File: config.mk
export PLATFORM = sky130hd
export DESIGN_NAME = multicycle_control
export DESIGN_NICKNAME = d
export VERILOG_FILES = /design/src/rtl/mc_ctrl_pkg.sv /design/src/rtl/mc_wait_timer.sv /design/src/rtl/multicycle_control.sv
export SDC_FILE = /design/constraint.sdc
export NUM_CORES = 1
export LEC_CHECK = 0
export ABC_AREA = 1
export BUFFER_PORTS_ARGS = -buffer_cell sky130_fd_sc_hd__buf_2
export CAP_MARGIN = 20
export CORE_MARGIN = 2
export CORE_UTILIZATION = 40
export DETAILED_ROUTE_END_ITERATION = 16
export PLACE_DENSITY = 0.68
export SLEW_MARGIN = 20
export SYNTH_ARGS = -nofsm -noshare
export SYNTH_HDL_FRONTEND = slang
export SYNTH_SLANG_ARGS = --single-unit
File: constraint.sdc
create_clock -name clk -period 1.4 [get_ports clk]
set_input_delay 0.14 -clock clk [delete_from_list [all_inputs] [get_ports clk]]
set_output_delay 0.14 -clock clk [all_outputs]
set_load 0.02 [all_outputs]
File: src/rtl/mc_ctrl_pkg.sv
// Shared encodings for the multicycle CPU control path: state codes, opcodes and datapath mux codes.
// Used by the control FSM, the datapath and the bench.
package mc_ctrl_pkg;

    localparam int OPCODE_SIZE = 6;
    localparam int STATE_SIZE  = 4;

    typedef enum logic [3:0] {
        ST_FETCH     = 4'd0,
        ST_DECODE    = 4'd1,
        ST_MEM_ADDR  = 4'd2,
        ST_MEM_READ  = 4'd3,
        ST_MEM_WB    = 4'd4,
        ST_MEM_WRITE = 4'd5,
        ST_EXECUTE   = 4'd6,
        ST_ALU_WB    = 4'd7,
        ST_BRANCH    = 4'd8,
        ST_JUMP      = 4'd9,
        ST_ADDI_EXEC = 4'd10,
        ST_ADDI_WB   = 4'd11
    } state_e;

    localparam logic [5:0] OP_RTYPE = 6'b000000;
    localparam logic [5:0] OP_LW    = 6'b100011;
    localparam logic [5:0] OP_SW    = 6'b101011;
    localparam logic [5:0] OP_BEQ   = 6'b000100;
    localparam logic [5:0] OP_J     = 6'b000010;
    localparam logic [5:0] OP_ADDI  = 6'b001000;

    localparam logic [1:0] ALU_OP_ADD   = 2'b00;
    localparam logic [1:0] ALU_OP_SUB   = 2'b01;
    localparam logic [1:0] ALU_OP_FUNCT = 2'b10;

    localparam logic [1:0] PC_SRC_ALU    = 2'b00;
    localparam logic [1:0] PC_SRC_ALUOUT = 2'b01;
    localparam logic [1:0] PC_SRC_JUMP   = 2'b10;

    localparam logic [1:0] SRC_B_REG     = 2'b00;
    localparam logic [1:0] SRC_B_FOUR    = 2'b01;
    localparam logic [1:0] SRC_B_IMM     = 2'b10;
    localparam logic [1:0] SRC_B_IMM_SH2 = 2'b11;

    function automatic logic is_wait_state(input state_e s);
        return (s == ST_FETCH) || (s == ST_MEM_READ) || (s == ST_MEM_WRITE);
    endfunction

endpackage

File: src/rtl/mc_wait_timer.sv
// Memory-handshake watchdog: counts consecutive stalled cycles and flags expiry on the last allowed one.
// WAIT_LIMIT = 0 disables expiry; the counter saturates instead of wrapping.
module mc_wait_timer #(
    parameter int WAIT_LIMIT = 15
) (
    input  logic clk,
    input  logic reset,
    input  logic clr,
    input  logic inc,
    output logic expire
);

    localparam int CW = (WAIT_LIMIT > 0) ? $clog2(WAIT_LIMIT + 1) : 1;
    localparam logic [CW-1:0] LAST = CW'((WAIT_LIMIT > 0) ? WAIT_LIMIT - 1 : 0);
    localparam logic [CW-1:0] SAT  = {CW{1'b1}};

    logic [CW-1:0] cnt_q, cnt_d;

    assign expire = (WAIT_LIMIT != 0) && inc && (cnt_q == LAST);

    // Expiry restarts the count so a retried FETCH gets a full window.
    always_comb begin
        cnt_d = cnt_q;
        if (clr || expire) begin
            cnt_d = '0;
        end else if (inc && (cnt_q != SAT)) begin
            cnt_d = cnt_q + 1'b1;
        end
    end

    always_ff @(posedge clk) begin
        if (reset) begin
            cnt_q <= '0;
        end else begin
            cnt_q <= cnt_d;
        end
    end

endmodule

File: src/rtl/multicycle_control.sv
// Main control FSM of the multicycle CPU: sequences each instruction and drives every datapath enable/mux.
// Define MC_CTRL_ADDI_EN to decode opcode 001000 (ADDI); otherwise it is reported as illegal.
module multicycle_control
    import mc_ctrl_pkg::*;
#(
    parameter int OPCODE_SIZE = 6,
    parameter int STATE_SIZE  = 4,
    parameter int WAIT_LIMIT  = 15
) (
    input  logic                   clk,
    input  logic                   reset,
    input  logic [OPCODE_SIZE-1:0] opcode,
    input  logic                   mem_ready,
    output logic                   pc_write,
    output logic                   pc_write_cond,
    output logic [1:0]             pc_source,
    output logic                   i_or_d,
    output logic                   mem_read,
    output logic                   mem_write,
    output logic                   ir_write,
    output logic                   mem_to_reg,
    output logic                   reg_dst,
    output logic                   reg_write,
    output logic                   alu_src_a,
    output logic [1:0]             alu_src_b,
    output logic [1:0]             alu_op,
    output logic                   illegal_op,
    output logic                   mem_timeout,
    output logic [STATE_SIZE-1:0]  state_out
);

    state_e state_q, state_d;
    logic   wait_inc, wait_clr, expire;

    // A stall is counted only while parked in a memory wait state.
    assign wait_inc = is_wait_state(state_q) && !mem_ready && !reset;
    assign wait_clr = reset || mem_ready || !is_wait_state(state_q);

    mc_wait_timer #(.WAIT_LIMIT(WAIT_LIMIT)) u_wait_timer (
        .clk    (clk),
        .reset  (reset),
        .clr    (wait_clr),
        .inc    (wait_inc),
        .expire (expire)
    );

    always_comb begin
        state_d       = state_q;
        pc_write      = 1'b0;
        pc_write_cond = 1'b0;
        pc_source     = PC_SRC_ALU;
        i_or_d        = 1'b0;
        mem_read      = 1'b0;
        mem_write     = 1'b0;
        ir_write      = 1'b0;
        mem_to_reg    = 1'b0;
        reg_dst       = 1'b0;
        reg_write     = 1'b0;
        alu_src_a     = 1'b0;
        alu_src_b     = SRC_B_REG;
        alu_op        = ALU_OP_ADD;
        illegal_op    = 1'b0;
        mem_timeout   = 1'b0;

        case (state_q)
            ST_FETCH: begin
                mem_read  = 1'b1;
                alu_src_b = SRC_B_FOUR;
                if (mem_ready) begin
                    ir_write = 1'b1;
                    pc_write = 1'b1;
                    state_d  = ST_DECODE;
                end else if (expire) begin
                    mem_timeout = 1'b1;
                end
            end
            ST_DECODE: begin
                alu_src_b = SRC_B_IMM_SH2;
                case (opcode)
                    OP_RTYPE:     state_d = ST_EXECUTE;
                    OP_LW, OP_SW: state_d = ST_MEM_ADDR;
                    OP_BEQ:       state_d = ST_BRANCH;
                    OP_J:         state_d = ST_JUMP;
`ifdef MC_CTRL_ADDI_EN
                    OP_ADDI:      state_d = ST_ADDI_EXEC;
`endif
                    default: begin
                        illegal_op = 1'b1;
                        state_d    = ST_FETCH;
                    end
                endcase
            end
            ST_MEM_ADDR: begin
                alu_src_a = 1'b1;
                alu_src_b = SRC_B_IMM;
                state_d   = (opcode == OP_SW) ? ST_MEM_WRITE : ST_MEM_READ;
            end
            ST_MEM_READ: begin
                mem_read = 1'b1;
                i_or_d   = 1'b1;
                if (mem_ready) begin
                    state_d = ST_MEM_WB;
                end else if (expire) begin
                    mem_timeout = 1'b1;
                    state_d     = ST_FETCH;
                end
            end
            ST_MEM_WB: begin
                reg_write  = 1'b1;
                mem_to_reg = 1'b1;
                state_d    = ST_FETCH;
            end
            ST_MEM_WRITE: begin
                mem_write = 1'b1;
                i_or_d    = 1'b1;
                if (mem_ready) begin
                    state_d = ST_FETCH;
                end else if (expire) begin
                    mem_timeout = 1'b1;
                    state_d     = ST_FETCH;
                end
            end
            ST_EXECUTE: begin
                alu_src_a = 1'b1;
                alu_op    = ALU_OP_FUNCT;
                state_d   = ST_ALU_WB;
            end
            ST_ALU_WB: begin
                reg_write = 1'b1;
                reg_dst   = 1'b1;
                state_d   = ST_FETCH;
            end
            ST_BRANCH: begin
                alu_src_a     = 1'b1;
                alu_op        = ALU_OP_SUB;
                pc_write_cond = 1'b1;
                pc_source     = PC_SRC_ALUOUT;
                state_d       = ST_FETCH;
            end
            ST_JUMP: begin
                pc_write  = 1'b1;
                pc_source = PC_SRC_JUMP;
                state_d   = ST_FETCH;
            end
`ifdef MC_CTRL_ADDI_EN
            ST_ADDI_EXEC: begin
                alu_src_a = 1'b1;
                alu_src_b = SRC_B_IMM;
                state_d   = ST_ADDI_WB;
            end
            ST_ADDI_WB: begin
                reg_write = 1'b1;
                state_d   = ST_FETCH;
            end
`endif
            default: state_d = ST_FETCH;
        endcase

        // Reset silences every request immediately, including an access in flight.
        if (reset) begin
            pc_write      = 1'b0;
            pc_write_cond = 1'b0;
            pc_source     = 2'b00;
            i_or_d        = 1'b0;
            mem_read      = 1'b0;
            mem_write     = 1'b0;
            ir_write      = 1'b0;
            mem_to_reg    = 1'b0;
            reg_dst       = 1'b0;
            reg_write     = 1'b0;
            alu_src_a     = 1'b0;
            alu_src_b     = 2'b00;
            alu_op        = 2'b00;
            illegal_op    = 1'b0;
            mem_timeout   = 1'b0;
        end
    end

    assign state_out = reset ? '0 : STATE_SIZE'(state_q);

    always_ff @(posedge clk) begin
        if (reset) begin
            state_q <= ST_FETCH;
        end else begin
            state_q <= state_d;
        end
    end

endmodule

==> flow_summary.yaml <==
run_status:
  status: "complete, but fails checks"
  violations: "setup timing"
floorplanning:
  start_util_pct: 42.94
  die-area_mm2: 0.002236
  die_h_um: 47.29
  rows: 15
  coreArea_mm2: 0.001745
  io_pins: 31
  die_w_um: 47.29
detailed_routing:
  ant_nets: 0
  drt-total-wl_um: 2270
  vias: 1016
  avgViaCountPerCell: 5.157
  drt_iter0_drc: 33
  drc_errors: 0
  wire_per_inst_um: 11.52
  drtPass1Iterations: 4
sta:
  worst_slew_pin_slew_ns: 0.3702
  slew_violations: 0
  fmax_ghz: 0.6637
  final-hold-violation-count: 0
  rsz0062_at_grt: "yes"
  whs_ns: 0.2464
  tns_ns: -0.5488
  period_minus_slack_ns: 1.507
  setup_slack_ns: -0.1066
  fin_crit_sh_pct: 107.6
  slew_headroom_pct: 75.23
  setup_viol: 11
  fin_skew_ns: 0.01132
pwr:
  netSwitchingFraction_pct: 34.81
  p_clk_share_pct: 30.5
  power_mw: 0.6215
  peakVddDrop_mv: 0.2659
  p_switching_mw: 0.2163
  comb_power_share_pct: 31.0
  p_int_mw: 0.4052
  power_density_mw_per_mm2: 540.5
  seq_power_share_pct: 38.5
  p_leak_nw: 0.5896
clock_tree:
  tritoncts: "built"
  cts_sinks: 8
  cts_buffers: 3
  ctsLongestPathBuffers: 2
  cts_root_buffer: "clkbuf_4"
  cts_htree_levels: 1
  clk_latency_ns: 0.27
  clk_pin_slew_ns: 0.06
yosys:
  syn_inst: 132
  seq_area_frac_synth_pct: 21.37
  ys.warnings.count: 0
  synthTopCellsByArea: "dfxtp_1, nor2_1, nand2_1"
  synth_top_cell_by_area: "dfxtp_1"
  yosys_register_bits: 8
  syn_area_per_cell_um2: 5.678
  ys_types: 23
  synth_top_cell_area_share_pct: 21.37
  synth.cell_area_um2: 749.5
  syn_nets: 143
worst_setup_path:
  cp-end-kind: "output pin"
  crit_arrival_ns: 1.37
  worst_setup_path_start_kind: "register"
  r2r_cells: 8
  crit_required_ns: 1.26
  crit_chain: "buf_6 > nor2_4 > buf_4 > inv_4 > o22ai_1 > buf_4"
  path_depth: 6
  critPathTopFamily: "buffers and inverters"
  slowest_delay_ns: 0.36
  crit_slowest_cell: "dfxtp_4"
  path_max_fanout: 4
  cpMostUsedCell: "buf_4"
  critical_path_buf_inv_count: 4
  worstSetupPathType: "register to output pin"
global_routing:
  top_usage_layer: "met2"
  grt_util_all_layers_pct: 19.95
  antenna_found_initial: 0
  grt_pass1_vias: 790
  globalRouteMet3Util_pct: 5.385
  grt.met2_usage_pct: 30.54
  grt_start_max_net_pins: 11
  grt_use_met1_pct: 26.03
  grt_overflow_total: 0
  grt_pass1_wl_um: 3208
place:
  dp.cells: 187
  hpwl_um: 1558
  place.gp.congestion: 0.9048
  io_buffers: 30
finish:
  diodes: 0
  drive_gt1_share_pct: 43.60
  syn2layout_area_growth_pct: 53.42
  nNetsFinal: 185
  fin_cells: 197
  final_util_pct: 65.88
worst_hold_path:
  holdPathStages: 4
  min_path_type: "input pin to register"
flow_run:
  cap_violations: 0
[kinds of logic after synthesis]
group                      Yosys count  synth area share [%]
buffers and inverters               23                 12.02
DFF                                  8                 21.37
adders and majority gates            2                 3.338
and+or+nand+nor                     87                 53.59
AOI/OAI and AO/OA                   11                 8.514
xor gates and xnor gates             1                 1.169
[layout by cell type (no fill, tap or decap), types with 4 or more instances in the layout]
master    n
a21oi_1   7
nand3_1  10
inv_1    16
nand2_1  18
nand3_2   4
nand4_1   5
nor2_1   31
buf_4    20
nor2_4    5
buf_6     5
nand2_2   6
buf_2    14
[routing by layer]
metal	up-vias	routed length (µm)
met1	466	955
li1	501	-
met2	44	1140
met5	-	0
met4	0	26
met3	5	147
[power by group through the flow]
stage,logic (mW),clock network (mW),registers (mW)
3_3_place_gp,0.146,0,0.245
5_1_grt,0.208,0.202,0.240
2_1_floorplan,0.0997,0,0.244
3_5_place_dp,0.148,0,0.245
4_1_cts,0.167,0.185,0.238
6_report,0.193,0.190,0.239
[final cells by class]
class | instances | area (µm²)
Clock buffer | 3 | 22.52
Fill cell | 155 | 595.6
Inverter | 21 | 83.83
Multi-Input combinational cell | 101 | 560.5
Sequential cell | 8 | 175.2
Tap cell | 25 | 31.28
Timing Repair Buffer | 39 | 276.5
[cells in the mapped netlist]
cell type / count
inv_2: 2
nand2_2: 2
o211ai_1: 1
nand2_1: 22
nand3b_1: 1
nand3_2: 3
o22ai_1: 2
a21oi_1: 7
nor3_2: 1
nand4_1: 5
buf_4: 1
nor3_1: 2
a21oi_2: 1
clkbuf_1: 1
dfxtp_1: 8
nor2_4: 1
inv_1: 19
nor4_1: 1
nor2_1: 37
xor2_1: 1
nor2_2: 1
ha_1: 2
nand3_1: 11
[path summary, 6_finish.rpt]
kind,slack [ns],start,endpoint
worst max-delay path,-0.11,state_q[0],alu_src_a
worst min register to register,0.50,u_wait_timer.cnt_q[1],u_wait_timer.cnt_q[1]
worst max register to register,0.05,state_q[0],state_q[2]
worst min-delay path,0.25,mem_ready,state_q[0]
[what timing repair did]
action | 4_1_cts | 5_1_grt
pin swaps | 3 | 3
setup buffers | 5 | 2
hold buffers | 0 | 0
endpoints found under the setup margin | 14 | 19
resized for setup | 22 | 25
[stage by stage]
step / instance area, µm² / worst slack (ns)
6_report: 1150 / -0.1066
5_1_grt: 1150 / -0.1547
4_1_cts: 1065 / -0.07386
3_5_place_dp: 953.4 / 0.04352
3_3_place_gp: 953.4 / 0.08119
2_1_floorplan: 768.2 / 0.001722
[flip-flops by register name, summed over array words and instances (netlist names)]
name / count
state_q: 4
u_wait_timer.cnt_q: 4
[worst reg2reg max path, delay by kind of cell (launching register included)]
family | cells | cell delay, ns
AND/OR/NAND/NOR | 5 | 0.50
flip-flops | 1 | 0.36
buffers and inverters | 2 | 0.29
AO/OA/AOI/OAI | 1 | 0.07
Power figures use the tool's default switching activity.
